File: src/rtl/vc_wrr_arbiter_pkg.sv
// Shared definitions for the weighted round-robin VC arbiter.
//   NUM_VC       : number of virtual channels / destination FIFOs
//   arb_state_e  : arbiter FSM state encoding
//   dst_hi/dst_lo: bit positions of the destination select inside a word
package vc_wrr_arbiter_pkg;

  localparam int unsigned NUM_VC = 4;

  typedef enum logic {
    StIdle  = 1'b0,
    StServe = 1'b1
  } arb_state_e;

  function automatic int unsigned dst_hi(int unsigned bw);
    return bw - 1;
  endfunction

  function automatic int unsigned dst_lo(int unsigned bw);
    return bw - 2;
  endfunction

endpackage

File: src/rtl/vc_wrr_arbiter_if.sv
// Bus between the VC input FIFOs, the arbiter and the destination FIFOs.
//   vc_empty        : empty flag per input FIFO
//   vc_data         : read data of input FIFO i in slice [i*BW +: BW]
//   vc_rd           : read strobe per input FIFO (one-hot or zero)
//   dst_almost_full : almost-full flag per destination FIFO
//   dst_full        : full flag per destination FIFO
//   dst_wr          : write strobe per destination FIFO (one-hot or zero)
//   dst_data        : word written to the selected destination FIFO
// master = arbiter side, slave = FIFO side.
interface vc_wrr_arbiter_if
  import vc_wrr_arbiter_pkg::*;
#(
  parameter int unsigned BW = 6
) ();

  logic [NUM_VC-1:0]    vc_empty;
  logic [NUM_VC*BW-1:0] vc_data;
  logic [NUM_VC-1:0]    vc_rd;
  logic [NUM_VC-1:0]    dst_almost_full;
  logic [NUM_VC-1:0]    dst_full;
  logic [NUM_VC-1:0]    dst_wr;
  logic [BW-1:0]        dst_data;

  modport master (
    input  vc_empty, vc_data, dst_almost_full, dst_full,
    output vc_rd, dst_wr, dst_data
  );

  modport slave (
    output vc_empty, vc_data, dst_almost_full, dst_full,
    input  vc_rd, dst_wr, dst_data
  );

endinterface

File: src/rtl/vc_wrr_arbiter_rr_next_sel.sv
// Round-robin search helper.
//   req  : request vector, one bit per VC
//   ptr  : current pointer
//   incl : 1 -> search starts at ptr; 0 -> search starts at ptr+1 and ends at ptr
//   sel  : first requesting index in search order (ptr when nothing requests)
module rr_next_sel
  import vc_wrr_arbiter_pkg::*;
(
  input  logic [NUM_VC-1:0] req,
  input  logic [1:0]        ptr,
  input  logic              incl,
  output logic [1:0]        sel
);

  logic [1:0] idx;
  logic       found;

  always_comb begin
    sel   = ptr;
    found = 1'b0;
    idx   = '0;
    for (int k = 0; k < NUM_VC; k++) begin
      // 2-bit sum wraps 3 -> 0 for free
      idx = ptr + 2'(k) + {1'b0, ~incl};
      if (!found && req[idx]) begin
        sel   = idx;
        found = 1'b1;
      end
    end
  end

endmodule

File: src/rtl/vc_wrr_arbiter.sv
// Weighted round-robin arbiter between four VC input FIFOs and four destination FIFOs.
// A granted word is registered and written one cycle later into the destination FIFO
// selected by its top two bits. Any destination almost-full/full stalls new grants.
//   clk      : clock
//   reset    : synchronous active-high reset
//   bus      : FIFO bus (master side)
//   grant_vc : VC currently holding the turn pointer
//   idle     : no VC has data and no word is in flight
module vc_wrr_arbiter
  import vc_wrr_arbiter_pkg::*;
#(
  parameter int unsigned BW = 6,
  parameter int unsigned W0 = 4,
  parameter int unsigned W1 = 2,
  parameter int unsigned W2 = 1,
  parameter int unsigned W3 = 1
) (
  input  logic              clk,
  input  logic              reset,
  vc_wrr_arbiter_if.master  bus,
  output logic [1:0]        grant_vc,
  output logic              idle
);

  localparam int unsigned DstHi = dst_hi(BW);
  localparam int unsigned DstLo = dst_lo(BW);
  localparam logic [3:0] Wgt [NUM_VC] = '{4'(W0), 4'(W1), 4'(W2), 4'(W3)};

  arb_state_e        state_q;
  logic [1:0]        ptr_q;
  logic [3:0]        credit_q;
  logic              v_q;
  logic [BW-1:0]     data_q;

  logic              stall;
  logic              rd_en;
  logic [BW-1:0]     rd_word;
  logic [NUM_VC-1:0] req;
  logic [1:0]        sel_at;
  logic [1:0]        sel_after;

  assign req     = ~bus.vc_empty;
  assign stall   = (|bus.dst_almost_full) | (|bus.dst_full);
  assign rd_en   = (state_q == StServe) & req[ptr_q] & ~stall;
  assign rd_word = bus.vc_data[int'(ptr_q) * BW +: BW];

  rr_next_sel u_sel_at (
    .req  (req),
    .ptr  (ptr_q),
    .incl (1'b1),
    .sel  (sel_at)
  );

  rr_next_sel u_sel_after (
    .req  (req),
    .ptr  (ptr_q),
    .incl (1'b0),
    .sel  (sel_after)
  );

  always_comb begin
    bus.vc_rd        = '0;
    bus.vc_rd[ptr_q] = rd_en;
  end

  // Write demux: the in-flight word goes out regardless of stall, which is why
  // destination almost-full thresholds must keep one slot in reserve.
  always_comb begin
    bus.dst_wr = '0;
    if (v_q) begin
      bus.dst_wr[data_q[DstHi:DstLo]] = 1'b1;
    end
  end

  assign bus.dst_data = data_q;
  assign grant_vc     = ptr_q;
  assign idle         = (state_q == StIdle) & ~v_q;

  always_ff @(posedge clk) begin
    if (reset) begin
      state_q  <= StIdle;
      ptr_q    <= '0;
      credit_q <= '0;
      v_q      <= 1'b0;
      data_q   <= '0;
    end else begin
      v_q <= rd_en;
      if (rd_en) begin
        data_q <= rd_word;
      end
      if (!stall) begin
        case (state_q)
          StIdle: begin
            if (|req) begin
              state_q  <= StServe;
              ptr_q    <= sel_at;
              credit_q <= '0;
            end
          end
          StServe: begin
            if (~|req) begin
              state_q <= StIdle;
            end else if (rd_en) begin
              if (credit_q == Wgt[ptr_q] - 4'd1) begin
                credit_q <= '0;
                ptr_q    <= sel_after;
              end else begin
                credit_q <= credit_q + 4'd1;
              end
            end else begin
              // Current VC ran dry: hand the turn on, costing one bubble cycle
              credit_q <= '0;
              ptr_q    <= sel_after;
            end
          end
          default: state_q <= StIdle;
        endcase
      end
    end
  end

endmodule
File: src/flat_wrapper.sv
// flat-port wrapper written by rule: the top's interface ports become plain ports
module vc_wrr_arbiter_flat import vc_wrr_arbiter_pkg::*;
#(
  parameter int unsigned BW = 6,
  parameter int unsigned W0 = 4,
  parameter int unsigned W1 = 2,
  parameter int unsigned W2 = 1,
  parameter int unsigned W3 = 1
)
  (clk, reset, grant_vc, idle, bus_vc_empty, bus_vc_data, bus_dst_almost_full, bus_dst_full, bus_vc_rd, bus_dst_wr, bus_dst_data);
  vc_wrr_arbiter_if #(.BW(BW)) bus_i ();
  input  logic clk;
  input  logic reset;
  output logic [1:0] grant_vc;
  output logic idle;
  input wire logic [$bits(bus_i.vc_empty)-1:0] bus_vc_empty;
  input wire logic [$bits(bus_i.vc_data)-1:0] bus_vc_data;
  input wire logic [$bits(bus_i.dst_almost_full)-1:0] bus_dst_almost_full;
  input wire logic [$bits(bus_i.dst_full)-1:0] bus_dst_full;
  output wire logic [$bits(bus_i.vc_rd)-1:0] bus_vc_rd;
  output wire logic [$bits(bus_i.dst_wr)-1:0] bus_dst_wr;
  output wire logic [$bits(bus_i.dst_data)-1:0] bus_dst_data;
  assign bus_i.vc_empty = bus_vc_empty;
  assign bus_i.vc_data = bus_vc_data;
  assign bus_i.dst_almost_full = bus_dst_almost_full;
  assign bus_i.dst_full = bus_dst_full;
  assign bus_vc_rd = bus_i.vc_rd;
  assign bus_dst_wr = bus_i.dst_wr;
  assign bus_dst_data = bus_i.dst_data;
  vc_wrr_arbiter #(.BW(BW), .W0(W0), .W1(W1), .W2(W2), .W3(W3)) u_core (.clk(clk), .reset(reset), .bus(bus_i), .grant_vc(grant_vc), .idle(idle));
endmodule
File: config.mk
export PLATFORM = sky130hd
export DESIGN_NAME = vc_wrr_arbiter_flat
export DESIGN_NICKNAME = d
export VERILOG_FILES = /design/src/rtl/vc_wrr_arbiter_pkg.sv /design/src/rtl/vc_wrr_arbiter_if.sv /design/src/rtl/vc_wrr_arbiter_rr_next_sel.sv /design/src/rtl/vc_wrr_arbiter.sv /design/src/flat_wrapper.sv
export SDC_FILE = /design/constraint.sdc
export NUM_CORES = 1
export LEC_CHECK = 0
export BUFFER_PORTS_ARGS = -buffer_cell sky130_fd_sc_hd__buf_2
export CORE_ASPECT_RATIO = 1.25
export CORE_MARGIN = 3
export CORE_UTILIZATION = 40
export DETAILED_ROUTE_END_ITERATION = 16
export PLACE_DENSITY_LB_ADDON = 0.25
export SYNTH_ARGS = -nofsm -noshare
export SYNTH_HDL_FRONTEND = slang
export SYNTH_SLANG_ARGS = --single-unit
File: constraint.sdc
create_clock -name clk -period 3.85 [get_ports clk]
set_input_delay 1.155 -clock clk [delete_from_list [all_inputs] [get_ports clk]]
set_output_delay 1.155 -clock clk [all_outputs]
set_load 0.05 [all_outputs]
==> results_dict.tcl, run 1 <==
set metrics [dict create \
    cp.required_ns 2.69 \
    clk_pin_slew_ns 0.08 \
    postSynthNetCount 193 \
    regArea_um2 280.3 \
    synth_top_family_by_area "simple AND/OR/NAND/NOR gates" \
    drv_cap 0 \
    multi_input_area_um2 957.2 \
    period_minus_slack_ns 3.654 \
    vias_per_cell 5.628 \
    synth_cell_types 43 \
    synth_largest_area_cell "dfxtp_1" \
    synthCells 149 \
    p_leak_nw 0.7193 \
    hold_path_depth 2 \
    antenna_found_initial 0 \
    synthTopCellsByArea "dfxtp_1 21%, mux4_2 15%, mux2i_1 6.0%" \
    yosysWarnings 0 \
    htreeDepth 1 \
    cts_setup_buffers 0 \
    clockRootBuffer "clkbuf_4" \
    grt_setup_unrepaired "false" \
    grt_util_all_layers_pct 18.25 \
    fin_crit_sh_pct 94.90 \
    core_area_mm2 0.003055 \
    tightest_slew_ns 0.6015 \
    routabilityCongestion 0.8412 \
    pre_cts_slack_ns 0.1940 \
    cts_resized 0 \
    hpwl_um 2719 \
    chipHeight_um 70.32 \
    clock-sinks 14 \
    synth_ff_type "dfxtp_1" \
    routedWlPerCell_um 14.72 \
    clock.fmax_mhz 273.7 \
    area_growth_pct 25.52 \
    start_util_pct 43.33 \
    synth-seq-cells 14 \
    synth-xor-area-share_pct 2.647 \
    setup_violations 0 \
    tns_ns 0 \
    cts_tree "built" \
    wl_um 3518 \
    cp_max_fo 5 \
    synth_commonest_cells "14 x dfxtp_1, 14 x nor2_1, 13 x nand2_1" \
    synthMuxAreaShare_pct 21.36 \
    startpoint "bus_vc_empty[3]" \
    diodes 0 \
    grt_pass1_wl_um 5975 \
    layout_setup_ws_ns 0.1963 \
    drv_slew 0 \
    skew_ns 0.003915 \
    synth_compound_area_share_pct 15.50 \
    yosys.area.top_type_share_pct 21.17 \
    design_area_mm2 0.001662 \
    antenna_left 0 \
    synth_area_mm2 0.001324 \
    placed_cell_area_mm2 0.001639 \
    synth_area_per_cell_um2 8.884 \
    ir_drop_uv 123.5 \
    synth-edff-count 0 \
    synth_adder_area_share_pct 5.671 \
    drt_iter0_drc 37 \
    fin_util_pct 54.38 \
    hold_violations 0 \
    synth.yosys.seq_area_share_pct 21.17 \
    route.detailed.drc 0 \
    crit_arrival_ns 2.50 \
    overflow 0 \
    grt_max_degree 27 \
    first_pass_iters 4 \
    yosys.area_share.simple_pct 27.13 \
    hold_path_class "flip-flop to flip-flop" \
    drive_gt1_share_pct 39.90 \
    rows 22 \
    port-buffer-count 54 \
    dieArea_mm2 0.004040 \
    grt_pass1_vias 1392 \
    design.portCount 55 \
    rr_startpoint "u_core.grant_vc[0]" \
    reg2reg_depth 8 \
    vias 1345 \
    end_kind "output pin" \
    outcome "completed" \
    worstSkewPairLatency_ns 0.27 \
    hold_start "u_core.bus.dst_data[2]" \
    hold_buffers 0 \
    clk_path_buf_depth 2 \
    critPathLaunchType "input pin" \
    nFillCells 290 \
    async_flop_share_pct 0 \
    criticalPathCategory "input pin to output pin" \
    numCtsBuffers 3 \
    pwr_density_cell_mw_per_mm2 166.9 \
    nNetsFinal 249 \
    die-width_um 57.46 \
    slew_headroom_pct 59.38 \
]
[cells by family after synthesis]
kind of cell / after synthesis
adder cells (fa/ha/maj): 6
AND/OR/NAND/NOR: 65
XOR/XNOR: 4
AO/OA/AOI/OAI: 26
multiplexers: 17
flip-flops: 14
buffers and inverters: 17
[sequential cells by signal (all words and copies together), names as in the netlist]
| register | count |
|---|---|
| u_core.bus.dst_data | 6 |
| u_core.credit_q | 4 |
| u_core.grant_vc | 2 |
| u_core.state_q | 1 |
| u_core.v_q | 1 |
[metal layers]
metal / global-route usage, % / routed length [um]
met5: 0 / 0
met3: 1.848 / 134
met1: 20.14 / 1463
met2: 33.92 / 1853
met4: 7.990 / 67
[worst max-delay path, cell delays in order]
cell,delay (ns)
buf_2,0.10
mux4_2,0.49
and4b_1,0.34
and2_1,0.15
buf_2,0.26
[final timing paths]
check | to | slack (ns)
max | bus_vc_rd[3] | 0.20
min | u_core.bus.dst_data[2] | 0.50
max reg2reg | u_core.grant_vc[1] | 1.13
min reg2reg | u_core.bus.dst_data[2] | 0.50
[cells in the final DEF, fill, tap and decap left out, drive strengths merged, types with 3 or more instances in the layout]
cell type,synthesis,final
mux4,9,9
clkbuf,7,3
o211ai,3,3
mux2i,8,8
and3,4,4
nand2,13,13
o21ai,4,4
and2,5,5
a21oi,5,5
a221oi,3,3
inv,5,5
nand4,6,6
nor3b,5,5
nand3,4,4
buf,5,63
nor2,14,14
ha,6,6
dfxtp,14,14
[metrics by stage]
step	cells	hold slack, ns	total power, mW
after detailed placement	236	0.4858	0.1988
after global routing	239	0.5510	0.2957
after floorplan	149	0.4779	0.1724
final	239	0.5033	0.2772
after global placement	236	0.4830	0.1970
after CTS	239	0.5085	0.2804
[power breakdown]
part	internal, mW	switching, mW	total, mW
clock network	0.0362	0.0453	0.0815
registers	0.145	0.000159	0.145
logic	0.0285	0.0223	0.0508
total	0.209	0.0678	0.277
[layout make-up]
| cell class | instances | area share [%] |
|---|---|---|
| Clock buffer | 3 | 1.355 |
| Timing Repair Buffer | 63 | 20.33 |
| Tap cell | 36 | 2.711 |
| Multi-Input combinational cell | 118 | 57.61 |
| Inverter | 5 | 1.130 |
| Sequential cell | 14 | 16.87 |
Note: power is estimated with default switching activity, not from simulation.
==> run 2: changes to the inputs <==
--- a/config.mk
+++ b/config.mk
@@ -6,9 +6,11 @@
 export NUM_CORES = 1
 export LEC_CHECK = 0
 export BUFFER_PORTS_ARGS = -buffer_cell sky130_fd_sc_hd__buf_2
+export CELL_PAD_IN_SITES_DETAIL_PLACEMENT = 1
+export CELL_PAD_IN_SITES_GLOBAL_PLACEMENT = 2
 export CORE_ASPECT_RATIO = 1.25
 export CORE_MARGIN = 3
-export CORE_UTILIZATION = 40
+export CORE_UTILIZATION = 27
 export DETAILED_ROUTE_END_ITERATION = 16
 export PLACE_DENSITY_LB_ADDON = 0.25
 export SYNTH_ARGS = -nofsm -noshare
==> run 2 against run 1 <==
Register-to-register slack lost 0.02 ns. Power is 22% higher. Cell area up 3.6%. Critical path depth stayed put. Non-clock buffer count is the same. Core utilization is 17 points lower.
==> results_dict.tcl, run 2 (synthesis results as in run 1) <==
set metrics [dict create \
    dieArea_mm2 0.005784 \
    design_area_mm2 0.001722 \
    drv_slew 0 \
    rows 27 \
    crit_arrival_ns 2.50 \
    clock.fmax_mhz 273.3 \
    tightest_slew_ns 0.6034 \
    cts_tree "built" \
    grt_pass1_wl_um 6693 \
    antenna_found_initial 0 \
    wl_um 4062 \
    clock-sinks 14 \
    final_common_cell "buf_2" \
    path_common_cell "buf_2" \
    slew_headroom_pct 59.25 \
    first_pass_iters 4 \
    r2r_setup_slack_ns 1.11 \
    clk_path_buf_depth 2 \
    fin_util_pct 37.75 \
    largest_reg_flops 6 \
    critPathMaxStageDelay_ns 0.49 \
    fin_cells 262 \
    layout_common_cells "54 x buf_2, 14 x nor2_1, 14 x dfxtp_1" \
    setup_violations 0 \
    cts_resized 0 \
    routabilityCongestion 0.7589 \
    p_leak_nw 0.7342 \
    p_int_mw 0.2640 \
    route.detailed.drc 0 \
    start_util_pct 29.03 \
    p_total_mw 0.3369 \
    pre_cts_slack_ns 0.1867 \
    slowest_stage "mux4_2" \
    overflow 0 \
    regToRegEndpoint "u_core.grant_vc[1]" \
    grt_util_all_layers_pct 14.71 \
    diodes 0 \
    startpoint "bus_vc_empty[3]" \
    drt_iter0_drc 20 \
    hold_ws_ns 0.4916 \
    port-buffer-count 54 \
    htreeDepth 1 \
    cp_cell_sequence "buf_2, mux4_2, and4b_1, and2_1, buf_2" \
    cp.required_ns 2.69 \
    p_comb_share_pct 15.3 \
    outcome "completed" \
    routedWlPerCell_um 15.50 \
    nNetsFinal 249 \
    hold_path_class "flip-flop to flip-flop" \
    placed_cell_area_mm2 0.001667 \
    criticalPathCategory "input pin to output pin" \
    drive_gt1_share_pct 40.20 \
    clockRootBuffer "clkbuf_8" \
    vias_per_cell 5.263 \
    rr_startpoint "u_core.grant_vc[0]" \
    grt_setup_unrepaired "false" \
    period_minus_slack_ns 3.658 \
    critPathLaunchType "input pin" \
    cp_max_fo 5 \
    tns_ns 0 \
    worstSetupEndpoint "bus_vc_rd[0]" \
    cts_setup_buffers 0 \
    cp.buffers_inverters 2 \
    power.switching_mw 0.07289 \
    vias 1379 \
    worstSkewPairLatency_ns 0.24 \
    drv_cap 0 \
    clk_pin_slew_ns 0.06 \
    core_area_mm2 0.004561 \
    cp_top_family "simple AND/OR/NAND/NOR gates" \
    crit_cells 5 \
    grt_max_degree 27 \
    area_growth_pct 30.06 \
    antenna_left 0 \
    end_kind "output pin" \
    hold_buffers 0 \
    grt_pass1_vias 1438 \
    fin_crit_sh_pct 95.03 \
    switching_share_pct 21.64 \
    reg2reg_depth 8 \
    chipHeight_um 84.29 \
    ir_drop_uv 102.0 \
    hold_violations 0 \
    hpwl_um 3230 \
    numCtsBuffers 3 \
    dp.cells 258 \
    pwr_density_cell_mw_per_mm2 195.7 \
    nFillCells 578 \
    die-width_um 68.63 \
    design.portCount 55 \
    p_clk_share_pct 41.7 \
    layout_setup_ws_ns 0.1915 \
    skew_ns 0.001936 \
    p_seq_share_pct 43.1 \
]
[run 2: power groups by stage]
| stage | Clock, mW | Combinational (mW) | Sequential [mW] |
|---|---|---|---|
| after floorplan | 0 | 0.0240 | 0.148 |
| after global placement | 0 | 0.0497 | 0.148 |
| after detailed placement | 0 | 0.0518 | 0.148 |
| after CTS | 0.149 | 0.0519 | 0.145 |
| after global routing | 0.157 | 0.0570 | 0.145 |
| final | 0.140 | 0.0514 | 0.145 |
[run 2: per-layer routing]
layer,vias to the layer above,global-route usage [%],part of all wire (%)
met4,0,4.702,0.69
met2,22,27.37,57
li1,668,-,-
met3,2,1.740,2.3
met1,687,16.48,40
met5,-,0,0
[run 2: how the worst min path moves through the flow]
stage	startpoint	end	cells past startpoint	slack, ns
finish	u_core.bus.dst_data[0]	u_core.bus.dst_data[0]	2	0.49
detailed placement	u_core.bus.dst_data[0]	u_core.bus.dst_data[0]	2	0.48
global route	u_core.bus.dst_data[0]	u_core.bus.dst_data[0]	2	0.53
global placement	u_core.bus.dst_data[0]	u_core.bus.dst_data[0]	2	0.48
CTS	u_core.bus.dst_data[0]	u_core.bus.dst_data[0]	2	0.50
floorplan	u_core.credit_q[2]	u_core.credit_q[2]	2	0.48
[run 2: cell type report]
class | instances | area [um^2] | area share (%)
clock buffers | 4 | 55.05 | 3.198
inverters | 5 | 18.77 | 1.090
multi-input cells | 118 | 957.2 | 55.60
flip-flops and latches | 14 | 280.3 | 16.28
well taps | 58 | 72.57 | 4.215
repair buffers | 63 | 337.8 | 19.62
[run 2: worst register-to-register path: stages (launching register included)]
cell and delay (ns):
dfxtp_1 0.36, buf_4 0.35, inv_1 0.23, ha_1 0.30
or4b_1 0.51, o21ai_1 0.15, o211ai_2 0.24, a221oi_2 0.38
a221oi_2 0.10
